File: config.mk
export PLATFORM = sky130hd
export DESIGN_NAME = alu_reservation_station
export DESIGN_NICKNAME = d
export VERILOG_FILES = /design/src/rtl/alu_reservation_station_pkg.sv /design/src/rtl/alu_reservation_station_rs_entry.sv /design/src/rtl/alu_reservation_station.sv
export SDC_FILE = /design/constraint.sdc
export NUM_CORES = 1
export LEC_CHECK = 0
export ABC_AREA = 1
export BUFFER_PORTS_ARGS = -buffer_cell sky130_fd_sc_hd__buf_2
export CAP_MARGIN = 20
export CORE_MARGIN = 3
export CORE_UTILIZATION = 45
export DETAILED_ROUTE_END_ITERATION = 8
export PLACE_DENSITY = 0.75
export REMOVE_ABC_BUFFERS = 1
export SKIP_CTS_REPAIR_TIMING = 1
export SLEW_MARGIN = 20
export SYNTH_ARGS = -nofsm -noshare
export SYNTH_HDL_FRONTEND = slang
export SYNTH_SLANG_ARGS = --single-unit
export TNS_END_PERCENT = 30
File: constraint.sdc
create_clock -name CLK -period 2.4 [get_ports CLK]
set_input_delay 0.24 -clock CLK [delete_from_list [all_inputs] [get_ports CLK]]
set_output_delay 0.24 -clock CLK [all_outputs]
set_load 0.05 [all_outputs]
File: src/rtl/alu_reservation_station_pkg.sv
// Shared core types for the ALU reservation station.
// Tags, opcodes and the per-entry field bundle.
package alu_reservation_station_pkg;

  localparam int RS_DEPTH = 4;
  localparam int TAG_W = 5;

  typedef logic [TAG_W-1:0] RS_tag_type;

  localparam RS_tag_type INVALID = '1;

  typedef enum logic [6:0] {
    OP_NONE = 7'b0000000,
    LUI     = 7'b0110111,
    AUIPC   = 7'b0010111,
    JAL     = 7'b1101111,
    JALR    = 7'b1100111,
    BRANCH  = 7'b1100011,
    LOAD    = 7'b0000011,
    STORE   = 7'b0100011,
    OP_IMM  = 7'b0010011,
    OP      = 7'b0110011,
    SYSTEM  = 7'b1110011
  } opcode_t;

  typedef struct packed {
    logic [3:0]  alu_fun;
    opcode_t     opcode;
    RS_tag_type  rd_tag;
    logic [31:0] v1;
    logic [31:0] v2;
  } rs_fields_t;

  function automatic logic src_hit(
    input RS_tag_type q,
    input RS_tag_type cdb
  );
    return (cdb != INVALID) && (q == cdb);
  endfunction

endpackage

File: src/rtl/alu_reservation_station_rs_entry.sv
// One reservation-station entry: fields, operand
// capture on dispatch (with CDB bypass) and CDB snoop.
module rs_entry
  import alu_reservation_station_pkg::*;
(
  input  logic        clk,
  input  logic        rst_n,
  input  logic        alloc,
  input  logic        sel,
  input  logic        retire,
  input  rs_fields_t  disp,
  input  RS_tag_type  disp_q1,
  input  RS_tag_type  disp_q2,
  input  logic [31:0] cdb_val,
  input  RS_tag_type  cdb_tag,
  output logic        busy,
  output logic        issued,
  output logic        ready,
  output rs_fields_t  fields
);

  rs_fields_t f;
  RS_tag_type q1, q2;
  logic       v1_ok, v2_ok;

  assign fields = f;
  assign ready  = busy & v1_ok & v2_ok;

  // Entry state: allocate, snoop the CDB, issue, retire.
  always_ff @(posedge clk or negedge rst_n) begin
    if (!rst_n) begin
      busy   <= 1'b0;
      issued <= 1'b0;
      v1_ok  <= 1'b0;
      v2_ok  <= 1'b0;
      q1     <= INVALID;
      q2     <= INVALID;
      f      <= '0;
    end else if (alloc) begin
      busy   <= 1'b1;
      issued <= 1'b0;
      f      <= disp;
      q1     <= disp_q1;
      q2     <= disp_q2;
      if (disp_q1 == INVALID) begin
        v1_ok <= 1'b1;
      end else if (src_hit(disp_q1, cdb_tag)) begin
        f.v1  <= cdb_val;
        v1_ok <= 1'b1;
      end else begin
        v1_ok <= 1'b0;
      end
      if (disp_q2 == INVALID) begin
        v2_ok <= 1'b1;
      end else if (src_hit(disp_q2, cdb_tag)) begin
        f.v2  <= cdb_val;
        v2_ok <= 1'b1;
      end else begin
        v2_ok <= 1'b0;
      end
    end else if (busy) begin
      if (retire) begin
        busy   <= 1'b0;
        issued <= 1'b0;
        v1_ok  <= 1'b0;
        v2_ok  <= 1'b0;
      end else begin
        if (sel) begin
          issued <= 1'b1;
        end
        if (!v1_ok && src_hit(q1, cdb_tag)) begin
          f.v1  <= cdb_val;
          v1_ok <= 1'b1;
        end
        if (!v2_ok && src_hit(q2, cdb_tag)) begin
          f.v2  <= cdb_val;
          v2_ok <= 1'b1;
        end
      end
    end
  end

endmodule

File: src/rtl/alu_reservation_station.sv
// ALU reservation station: DEPTH entries, lowest-free
// allocation, lowest-ready single-issue select, ALU mux.
module alu_reservation_station
  import alu_reservation_station_pkg::*;
#(
  parameter int DEPTH = RS_DEPTH
) (
  input  logic                     CLK,
  input  logic                     RST_N,
  input  logic                     disp_valid,
  output logic                     disp_ready,
  input  logic [3:0]               disp_alu_fun,
  input  opcode_t                  disp_opcode,
  input  RS_tag_type               disp_rd_tag,
  input  logic [31:0]              disp_v1,
  input  logic [31:0]              disp_v2,
  input  RS_tag_type               disp_q1,
  input  RS_tag_type               disp_q2,
  input  logic [31:0]              CDB_val,
  input  RS_tag_type               CDB_tag,
  output logic [31:0]              V1,
  output logic [31:0]              V2,
  output logic                     V1_valid,
  output logic                     V2_valid,
  output logic [3:0]               alu_fun,
  output RS_tag_type               rd_tag,
  output opcode_t                  OPCODE,
  input  logic                     alu_done,
  output logic [$clog2(DEPTH):0]   occupancy
);

  localparam int OCC_W = $clog2(DEPTH) + 1;

  logic [DEPTH-1:0] busy, issued, ready;
  logic [DEPTH-1:0] alloc, sel, retire;
  rs_fields_t       ent [DEPTH];
  rs_fields_t       disp;

  assign disp = '{
    alu_fun: disp_alu_fun,
    opcode:  disp_opcode,
    rd_tag:  disp_rd_tag,
    v1:      disp_v1,
    v2:      disp_v2
  };

  assign disp_ready = ~&busy;
  assign retire     = issued & {DEPTH{alu_done}};

  for (genvar i = 0; i < DEPTH; i++) begin : g_ent
    rs_entry u_ent (
      .clk     (CLK),
      .rst_n   (RST_N),
      .alloc   (alloc[i]),
      .sel     (sel[i]),
      .retire  (retire[i]),
      .disp    (disp),
      .disp_q1 (disp_q1),
      .disp_q2 (disp_q2),
      .cdb_val (CDB_val),
      .cdb_tag (CDB_tag),
      .busy    (busy[i]),
      .issued  (issued[i]),
      .ready   (ready[i]),
      .fields  (ent[i])
    );
  end

  // Lowest free entry takes the dispatch; lowest
  // ready entry issues only when nothing is in flight.
  always_comb begin
    logic got_free, got_sel;
    alloc    = '0;
    sel      = '0;
    got_free = 1'b0;
    got_sel  = 1'b0;
    for (int i = 0; i < DEPTH; i++) begin
      if (!busy[i] && !got_free) begin
        alloc[i] = disp_valid;
        got_free = 1'b1;
      end
      if (ready[i] && !got_sel && !(|issued)) begin
        sel[i]  = 1'b1;
        got_sel = 1'b1;
      end
    end
  end

  // Drive the issued entry to the ALU, idle otherwise.
  always_comb begin
    V1       = '0;
    V2       = '0;
    V1_valid = 1'b0;
    V2_valid = 1'b0;
    alu_fun  = '0;
    rd_tag   = INVALID;
    OPCODE   = OP_NONE;
    for (int i = 0; i < DEPTH; i++) begin
      if (issued[i]) begin
        V1       = ent[i].v1;
        V2       = ent[i].v2;
        V1_valid = 1'b1;
        V2_valid = 1'b1;
        alu_fun  = ent[i].alu_fun;
        rd_tag   = ent[i].rd_tag;
        OPCODE   = ent[i].opcode;
      end
    end
  end

  // Busy-entry count.
  always_comb begin
    occupancy = '0;
    for (int i = 0; i < DEPTH; i++) begin
      occupancy = occupancy + OCC_W'(busy[i]);
    end
  end

endmodule

After elaboration in Yosys (flattened, before gate mapping)

Cells that the tools add are included.

Register bits after elaboration: 376
Input bits: 131
Output and inout bits: 86
Word-level logic and storage cells: 290

Add/subtract/negate cells: 3
Equal/unequal tests: 17
Multiplexer cells: 125
Bitwise operators: 9
Reduce and logical (&&, ||, !) cells: 92

Operators with widths:

| operator                                               | count |
|---|---|
| 2-to-1 mux 64 bit                                      | 12 |
| 2-to-1 mux 32 bit                                      | 20 |
| 2-to-1 mux 1 bit                                       | 81 |
| equality test 5 bit                                    | 10 |
| nonzero test 3 bit                                     | 12 |
| logical AND 1 bit                                      | 28 |
| 2-to-1 mux 7 bit                                       | 4 |
| AND reduction 2 bit                                    | 12 |
| AND reduction 3 bit                                    | 8 |
| nonzero test 2 bit                                     | 12 |
| 2-to-1 mux 5 bit                                       | 4 |
| logical NOT 1 bit                                      | 18 |
| 2-to-1 mux 4 bit                                       | 4 |
| equality test 5 bit (second input constant)            | 2 |
| AND 1 bit                                              | 8 |
| inequality test 2 x 1 -> 1 bit (second input constant) | 4 |
| inequality test 5 bit (second input constant)          | 1 |
| AND 4 bit                                              | 1 |
| AND reduction 4 bit                                    | 1 |
| OR reduction 4 bit                                     | 1 |
| adder 2 x 1 -> 3 bit                                   | 1 |
| adder 3 x 1 -> 3 bit                                   | 1 |
| adder 1 x 1 -> 2 bit                                   | 1 |

Logic depth before layout (Yosys ltp)

Gate-level depths: netlist of the first run.

Word-level depth: 20
Mapped depth: 13
Gate-level depth less buffers: 10

Modules after synthesis

A second synthesis of the first run with hierarchy kept.

Cells, all modules: 3,674
Area, all modules: 24,019.3 µm²

By module, submodules not included:

| module                  | times used | cells an instance | area an instance (µm²) | sequential area each (µm²) |
|---|---|---|---|---|
| rs_entry                | 4          | 730               | 5,187.5                | 2,364.8 |
| alu_reservation_station | 1          | 754               | 3,269.4                | 0.0 |

Worst setup path before layout of the first run

Ideal clock, no wire load.

Path kind: register to output
From: register g_ent[1].u_ent.issued
To: output port V1[10]
Arrival: 2,353 ps
Required time: 2,160 ps
Setup slack: -193 ps
Stages on the path, launching flop included: 10
Buffers on the path: 2
Path through: dfrtp_1 inv_1 nand2_2 inv_1 buf_2 buf_2 nand2_1 nand2_1 o21ai_0 o21ai_0

Cells in the longest elaborated chain, start to end: 3

RTL lines:

| item                           | line                                   | source |
|---|---|---|
| start: declaration             | alu_reservation_station_rs_entry.sv:17 | `output logic issued,` |
| start signal: assignment       | alu_reservation_station_rs_entry.sv:33 | `issued <= 1'b0;` |
| start signal: assignment       | alu_reservation_station_rs_entry.sv:41 | `issued <= 1'b0;` |
| start signal: assignment       | alu_reservation_station_rs_entry.sv:64 | `issued <= 1'b0;` |
| 2-to-1 mux 32 bit (3 in a row) | alu_reservation_station.sv:99          | `if (issued[i]) begin` |
| end: declaration               | alu_reservation_station.sv:21          | `output logic [31:0] V1,` |

Every way passes these cells.

Worst setup path in the final report of the first run

From: register g_ent[2].u_ent.issued
To: output port V1[21]

Cells in the longest elaborated chain, start to end: 2

RTL lines:

| item                           | line |
|---|---|
| start: declaration             | alu_reservation_station_rs_entry.sv:17 |
| start signal: assignment       | alu_reservation_station_rs_entry.sv:33 |
| start signal: assignment       | alu_reservation_station_rs_entry.sv:41 |
| start signal: assignment       | alu_reservation_station_rs_entry.sv:64 |
| 2-to-1 mux 32 bit (2 in a row) | alu_reservation_station.sv:99 |

Every way passes these cells.

==> metrics.yaml, run 1 <==
status: "finished with violations"
violations: "negative hold slack, negative setup slack"
timing.hold.ws_ns: -0.00753
root_buffer: "clkbuf_16"
regArea_um2: 9470
clock_latency_ns: 0.58
grt_usage_pct: 30.7
wl_per_cell_um: 21.3
antenna_found_initial: 0
setup.worst_path.class: "flop to primary output"
worstPathRequired_ns: 2.16
setup_ws_ns: -0.140
worst_pin_slew_ns: 0.901
final.period_utilization_pct: 106
avgSynthCellArea_um2: 7.14
design.die.area_um2: 50500
period_minus_slack_ns: 2.54
synth-edff-count: 0
synthFlopType: "dfrtp_1"
power_uw: 39800
async_reset_ff_share_pct: 100
clk_pin_slew_ns: 0.06
dp_hpwl_mm: 49.1
syn2layout_area_growth_pct: 21.4
hold_path_class: "primary input to flop"
cts_tree: "done"
p_per_area_nw_per_um2: 1520
crit_chain: "inv_6, buf_12, buf_8, o21ai_0, o21ai_2, buf_6"
worstPathBufferInverterCount: 4
grt_max_degree: 99
rsz0062_at_grt: "yes"
post-place-ws_ns: 0.0567
cts.sinks: 376
gp_congestion: 0.882
core_um2: 46900
worstHoldStart: "disp_opcode[3]"
grt_overflow_total: 0
syn_inst: 3015
yosysSeqAreaShare_pct: 44.0
rrSetupSlack_ns: 0.07
layout-drive-gt1-share_pct: 17.3
cp_slowest_cell: "dfrtp_4"
max_freq_ghz: 0.394
htree_levels: 2
viasPerCell: 6.05
multi_input_area_um2: 10500
layout_commonest_cell: "nand3_1"
min_to: "g_ent[3].u_ent.fields[72]"
static-leakage-power_uw: 0.0127
irDropWorstVdd_mv: 0.975
dr.pass1.iters: 7
holdPathStages: 3
slew_headroom_pct: 39.8
final_nets: 3322
ys_ff_latch: 376
synth_area_um2: 21500
num_antenna_cells: 0
yosysWarnings: 0
postPlaceCellArea_um2: 23500
startpoint: "g_ent[2].u_ent.issued"
antenna_left: 0
ios: 217
port-buffer-count: 216
setup_violations: 20
clock_skew_ns: 0.0120
drt_iter0_drc: 3175
r2r_cells: 9
crit_arrival_ns: 2.30
grt_pass1_vias: 21400
cap_violations: 0
dr_total_vias: 23100
worst_setup_path_start_kind: "flop"
die_x_um: 225
synth_cell_types: 34
cts_buffers: 44
layout_common_cells: "nand3_1, nand2_1, dfrtp_1, inv_1, o21ai_0"
drv_slew: 0
drc: 0
drt_wl_total_mm: 81.3
num_rows: 79
path_delay_family: "buffers and inverters"
grt_pass1_wl_mm: 122
n_fill_cell: 4462
die_y_um: 225
r2r-start: "g_ent[1].u_ent.issued"
design_area_um2: 26100
clock_path_buffers: 3
initial_utilization_pct: 45.9
cp_max_fo: 17
slowest_delay_ns: 0.58
worstSetupEndpointType: "primary output"
worstReg2RegEnd: "g_ent[1].u_ent.fields[7]"
finalHoldViolCount: 9
[flip-flops by register name, summed over array words and instances, names as in the netlist]
| signal | cells |
|---|---|
| g_ent.u_ent.busy | 4 |
| g_ent.u_ent.fields | 320 |
| g_ent.u_ent.issued | 4 |
| g_ent.u_ent.q1 | 20 |
| g_ent.u_ent.q2 | 20 |
| g_ent.u_ent.v1_ok | 4 |
| g_ent.u_ent.v2_ok | 4 |
[layer usage]
metal  routed length [um]  share of wire (%)  vias to the layer above  GRT usage (%)
met5                    0                  0                        -              0
met4                 4390                5.4                        0           13.5
met3                 9730                 12                      363           7.06
met2                35500                 44                     1633           47.3
met1                31600                 39                    10800           41.5
li1                     -                  -                    10400              -
[worst max-delay path by stage]
| stage | to | slack [ns] | cells after the start |
|---|---|---|---|
| 2_1_floorplan | g_ent[2].u_ent.fields[0] | -2.98 | 6 |
| 3_3_place_gp | V1[21] | 0.05 | 6 |
| 3_5_place_dp | V1[21] | 0.06 | 6 |
| 4_1_cts | V1[21] | -0.55 | 6 |
| 5_1_grt | occupancy[1] | -0.12 | 6 |
| 6_report | V1[21] | -0.14 | 6 |
[kinds of logic after synthesis]
family | Yosys count | share of synthesized area [%]
AO/OA/AOI/OAI | 357 | 8.49
XOR/XNOR | 11 | 0.448
adder cells (fa/ha/maj) | 6 | 0.384
buffers and inverters | 416 | 8.39
flip-flops | 376 | 44.0
AND/OR/NAND/NOR | 1849 | 38.3
[cell type report]
cell class,count,share of cell area (%)
multi-input cells,2223,40.1
flip-flops and latches,376,36.3
repair buffers,342,12.2
clock buffers,71,5.26
inverters,198,2.95
well taps,607,2.91
clock inverters,7,0.326
[synth_stat cells, types with 2 or more instances]
cell      number  area (um^2)
nand3_2        5         50.1
clkbuf_1      84          315
a21oi_1       84          420
nand4_1       34          213
buf_2         75          375
nand3_1      820         4100
o211ai_1       3         22.5
o21ai_0      226         1130
xnor2_1       10         87.6
dfstp_2       40         1050
buf_1         29          109
o21ai_1       30          150
buf_6         10          113
inv_2         10         37.5
nor2_2         8         50.1
nor3_1         2         10.0
nand2_1      781         2930
dfrtp_1      336         8410
nor2_4         5         56.3
o221ai_1       5         43.8
nor2_1       157          589
ha_1           5         62.6
nand2_2       33          206
nand3b_1       2         15.0
inv_1        188          706
o22ai_1        6         37.5
buf_4         20          150
[report_power, final]
group	switching, uW	total, uW	leakage (uW)	internal (uW)
Sequential	1750	11300	0.00462	9520
Clock	2760	6870	0.000723	4100
Combinational	14300	21600	0.00738	7300
Total	18900	39800	0.0127	20900
[through the flow]
stage               utilization (%)  std cells  TNS [ns]
finish                         55.8       3824    -0.699
detailed placement             50.2       3712         0
floorplan                         -       2797   -848.54
global route                   55.8       3824     -3.73
CTS                            53.3       3790    -21.04
global placement               50.2       3712         0
[worst register-to-register path, delay by kind of cell, from the launching register on]
kind          cells  cell delay, ns
buf+inv           4            1.18
flops             1            0.44
simple gates      5            0.62
No activity file was read; power rests on OpenSTA's default activity.
==> run 2: changes to the inputs <==
- HOLD_SLACK_MARGIN: unset -> 0.12
==> metrics.yaml, run 2 (synthesis results as in run 1) <==
num_rows: 79  # unchanged
setup.worst_path.class: "flop to primary output"  # unchanged
startpoint: "g_ent[2].u_ent.issued"  # unchanged
worst_pin_slew_ns: 0.908  # was 0.901 ns
crit_chain: "inv_6, buf_12, buf_8, o21ai_0, o21ai_2, buf_6"  # unchanged
rrSetupSlack_ns: 0.07  # about the same
worstReg2RegEnd: "g_ent[1].u_ent.fields[8]"  # was g_ent[1].u_ent.fields[7]
layout_commonest_cell: "nand3_1"  # unchanged
gp_congestion: 0.882  # unchanged
regArea_um2: 9470  # unchanged
grt_pass1_wl_mm: 122  # unchanged
use_met3_pct: 7.06  # unchanged
busiest_layer: "met2"  # unchanged
dp_hpwl_mm: 49.1  # unchanged
r2r-start: "g_ent[1].u_ent.issued"  # unchanged
layout-drive-gt1-share_pct: 17.2  # was 17.3%
dp.cells: 3712  # unchanged
die_y_um: 225  # unchanged
cp_max_fo: 17  # unchanged
setup_ws_ns: -0.103  # was -0.140 ns
final_nets: 3358  # was 3322
port-buffer-count: 216  # unchanged
cts_buffers: 44  # unchanged
cts.sinks: 376  # unchanged
design_area_um2: 26500  # was 26100 um^2
core_um2: 46900  # unchanged
wl_per_cell_um: 21.2  # was 21.3 um
num_antenna_cells: 0  # unchanged
drc: 0  # unchanged
use_met1_pct: 41.5  # unchanged
cp_slowest_cell: "dfrtp_4"  # unchanged
drt_wl_total_mm: 81.7  # was 81.3 mm
crit_arrival_ns: 2.26  # was 2.30 ns
syn2layout_area_growth_pct: 23.0  # was 21.4%
htree_levels: 2  # unchanged
status: "finished with violations"  # unchanged
design.die.area_um2: 50500  # unchanged
grtUsageMet2_pct: 47.3  # unchanged
worstPathBufferInverterCount: 4  # unchanged
drt_iter0_drc: 3265  # was 3175
slowest_delay_ns: 0.57  # was 0.58 ns
clock_skew_ns: 0.0113  # was 0.0120 ns
violations: "negative setup slack"  # was negative hold slack, negative setup slack
slew_headroom_pct: 39.4  # was 39.8%
max_freq_ghz: 0.399  # was 0.394 GHz
grt_overflow_total: 0  # unchanged
fin_setup_tns_ns: -0.669  # was -0.699 ns
grt_max_degree: 99  # unchanged
antenna_found_initial: 0  # unchanged
worstSetupEndpointType: "primary output"  # unchanged
holdPathStages: 5  # was 3
die_x_um: 225  # unchanged
fin_util_pct: 56.5  # was 55.8%
drv_slew: 0  # unchanged
n_fill_cell: 4418  # was 4462
worstHoldStart: "disp_v1[19]"  # was disp_opcode[3]
worstPathRequired_ns: 2.16  # about the same
finalHoldViolCount: 0  # was 9
viasPerCell: 6.02  # was 6.05
clk_pin_slew_ns: 0.06  # about the same
timing.hold.ws_ns: 0.0656  # was -0.00753 ns
hold_path_class: "primary input to flop"  # unchanged
path_delay_family: "buffers and inverters"  # unchanged
period_minus_slack_ns: 2.50  # was 2.54 ns
cap_violations: 0  # unchanged
initial_utilization_pct: 45.9  # unchanged
fin_cells: 3860  # was 3824
worst_setup_path_start_kind: "flop"  # unchanged
r2r_cells: 9  # unchanged
rsz0062_at_grt: "yes"  # unchanged
layout_common_cells: "nand3_1, nand2_1, dfrtp_1, inv_1, o21ai_0"  # unchanged
cts_tree: "done"  # unchanged
setup_violations: 22  # was 20
grt_pass1_vias: 21400  # unchanged
grt_usage_pct: 30.7  # unchanged
irDropWorstVdd_mv: 0.975  # about the same
root_buffer: "clkbuf_16"  # unchanged
largest_reg_flops: 320  # unchanged
final.period_utilization_pct: 104  # was 106%
dr_total_vias: 23200  # was 23.1k
clock_path_buffers: 3  # unchanged
p_per_area_nw_per_um2: 1500  # was 1520 nW/um^2
static-leakage-power_uw: 0.0129  # was 0.0127 uW
min_to: "g_ent[2].u_ent.fields[51]"  # was g_ent[3].u_ent.fields[72]
dr.pass1.iters: 6  # was 7
antenna_left: 0  # unchanged
ios: 217  # unchanged
multi_input_area_um2: 10500  # unchanged
postPlaceCellArea_um2: 23500  # unchanged
clock_latency_ns: 0.58  # about the same
run 2: cell type report:
cell class	count	share of cell area, %
Clock buffer	71	5.19
Clock inverter	7	0.321
Inverter	198	2.91
Multi-Input combinational cell	2223	39.6
Sequential cell	376	35.8
Tap cell	607	2.87
Timing Repair Buffer	378	13.4
run 2: power by group:
| group | switching, uW | internal (uW) | leakage, uW | total [uW] |
|---|---|---|---|---|
| clock | 2770 | 4100 | 0.000723 | 6870 |
| combinational | 14400 | 7340 | 0.00753 | 21700 |
| sequential | 1750 | 9520 | 0.00462 | 11300 |
| total | 18900 | 21000 | 0.0129 | 39800 |
run 2: how the worst max path moves through the flow:
stage | slack (ns) | depth (start not counted) | endpoint
2_1_floorplan | -2.98 | 6 | g_ent[2].u_ent.fields[0]
3_3_place_gp | 0.05 | 6 | V1[21]
3_5_place_dp | 0.06 | 6 | V1[21]
4_1_cts | -0.55 | 6 | V1[21]
5_1_grt | -0.12 | 6 | occupancy[1]
6_report | -0.10 | 6 | V1[21]
run 2: layer usage:
metal | part of all wire [%] | wire length [um] | vias up
met5 | 0 | 0 | -
met4 | 5.5 | 4540 | 0
met3 | 12 | 9720 | 349
met2 | 44 | 35600 | 1629
met1 | 39 | 31800 | 10800
li1 | - | - | 10500
run 2: worst register-to-register path: stages, from the launching register on:
cell,delay (ns)
dfrtp_2,0.43
buf_4,0.17
clkbuf_16,0.24
nand2_1,0.14
nand2_1,0.12
inv_1,0.11
nand3_2,0.10
inv_2,0.67
nand2_1,0.14
nand3_1,0.13
run 2: metrics by stage:
step,setup slack [ns],total power (uW)
after floorplan,-2.98,23700
after global placement,0.0479,29200
after detailed placement,0.0567,29600
after CTS,-0.548,36400
after global routing,-0.121,42000
final,-0.103,39800
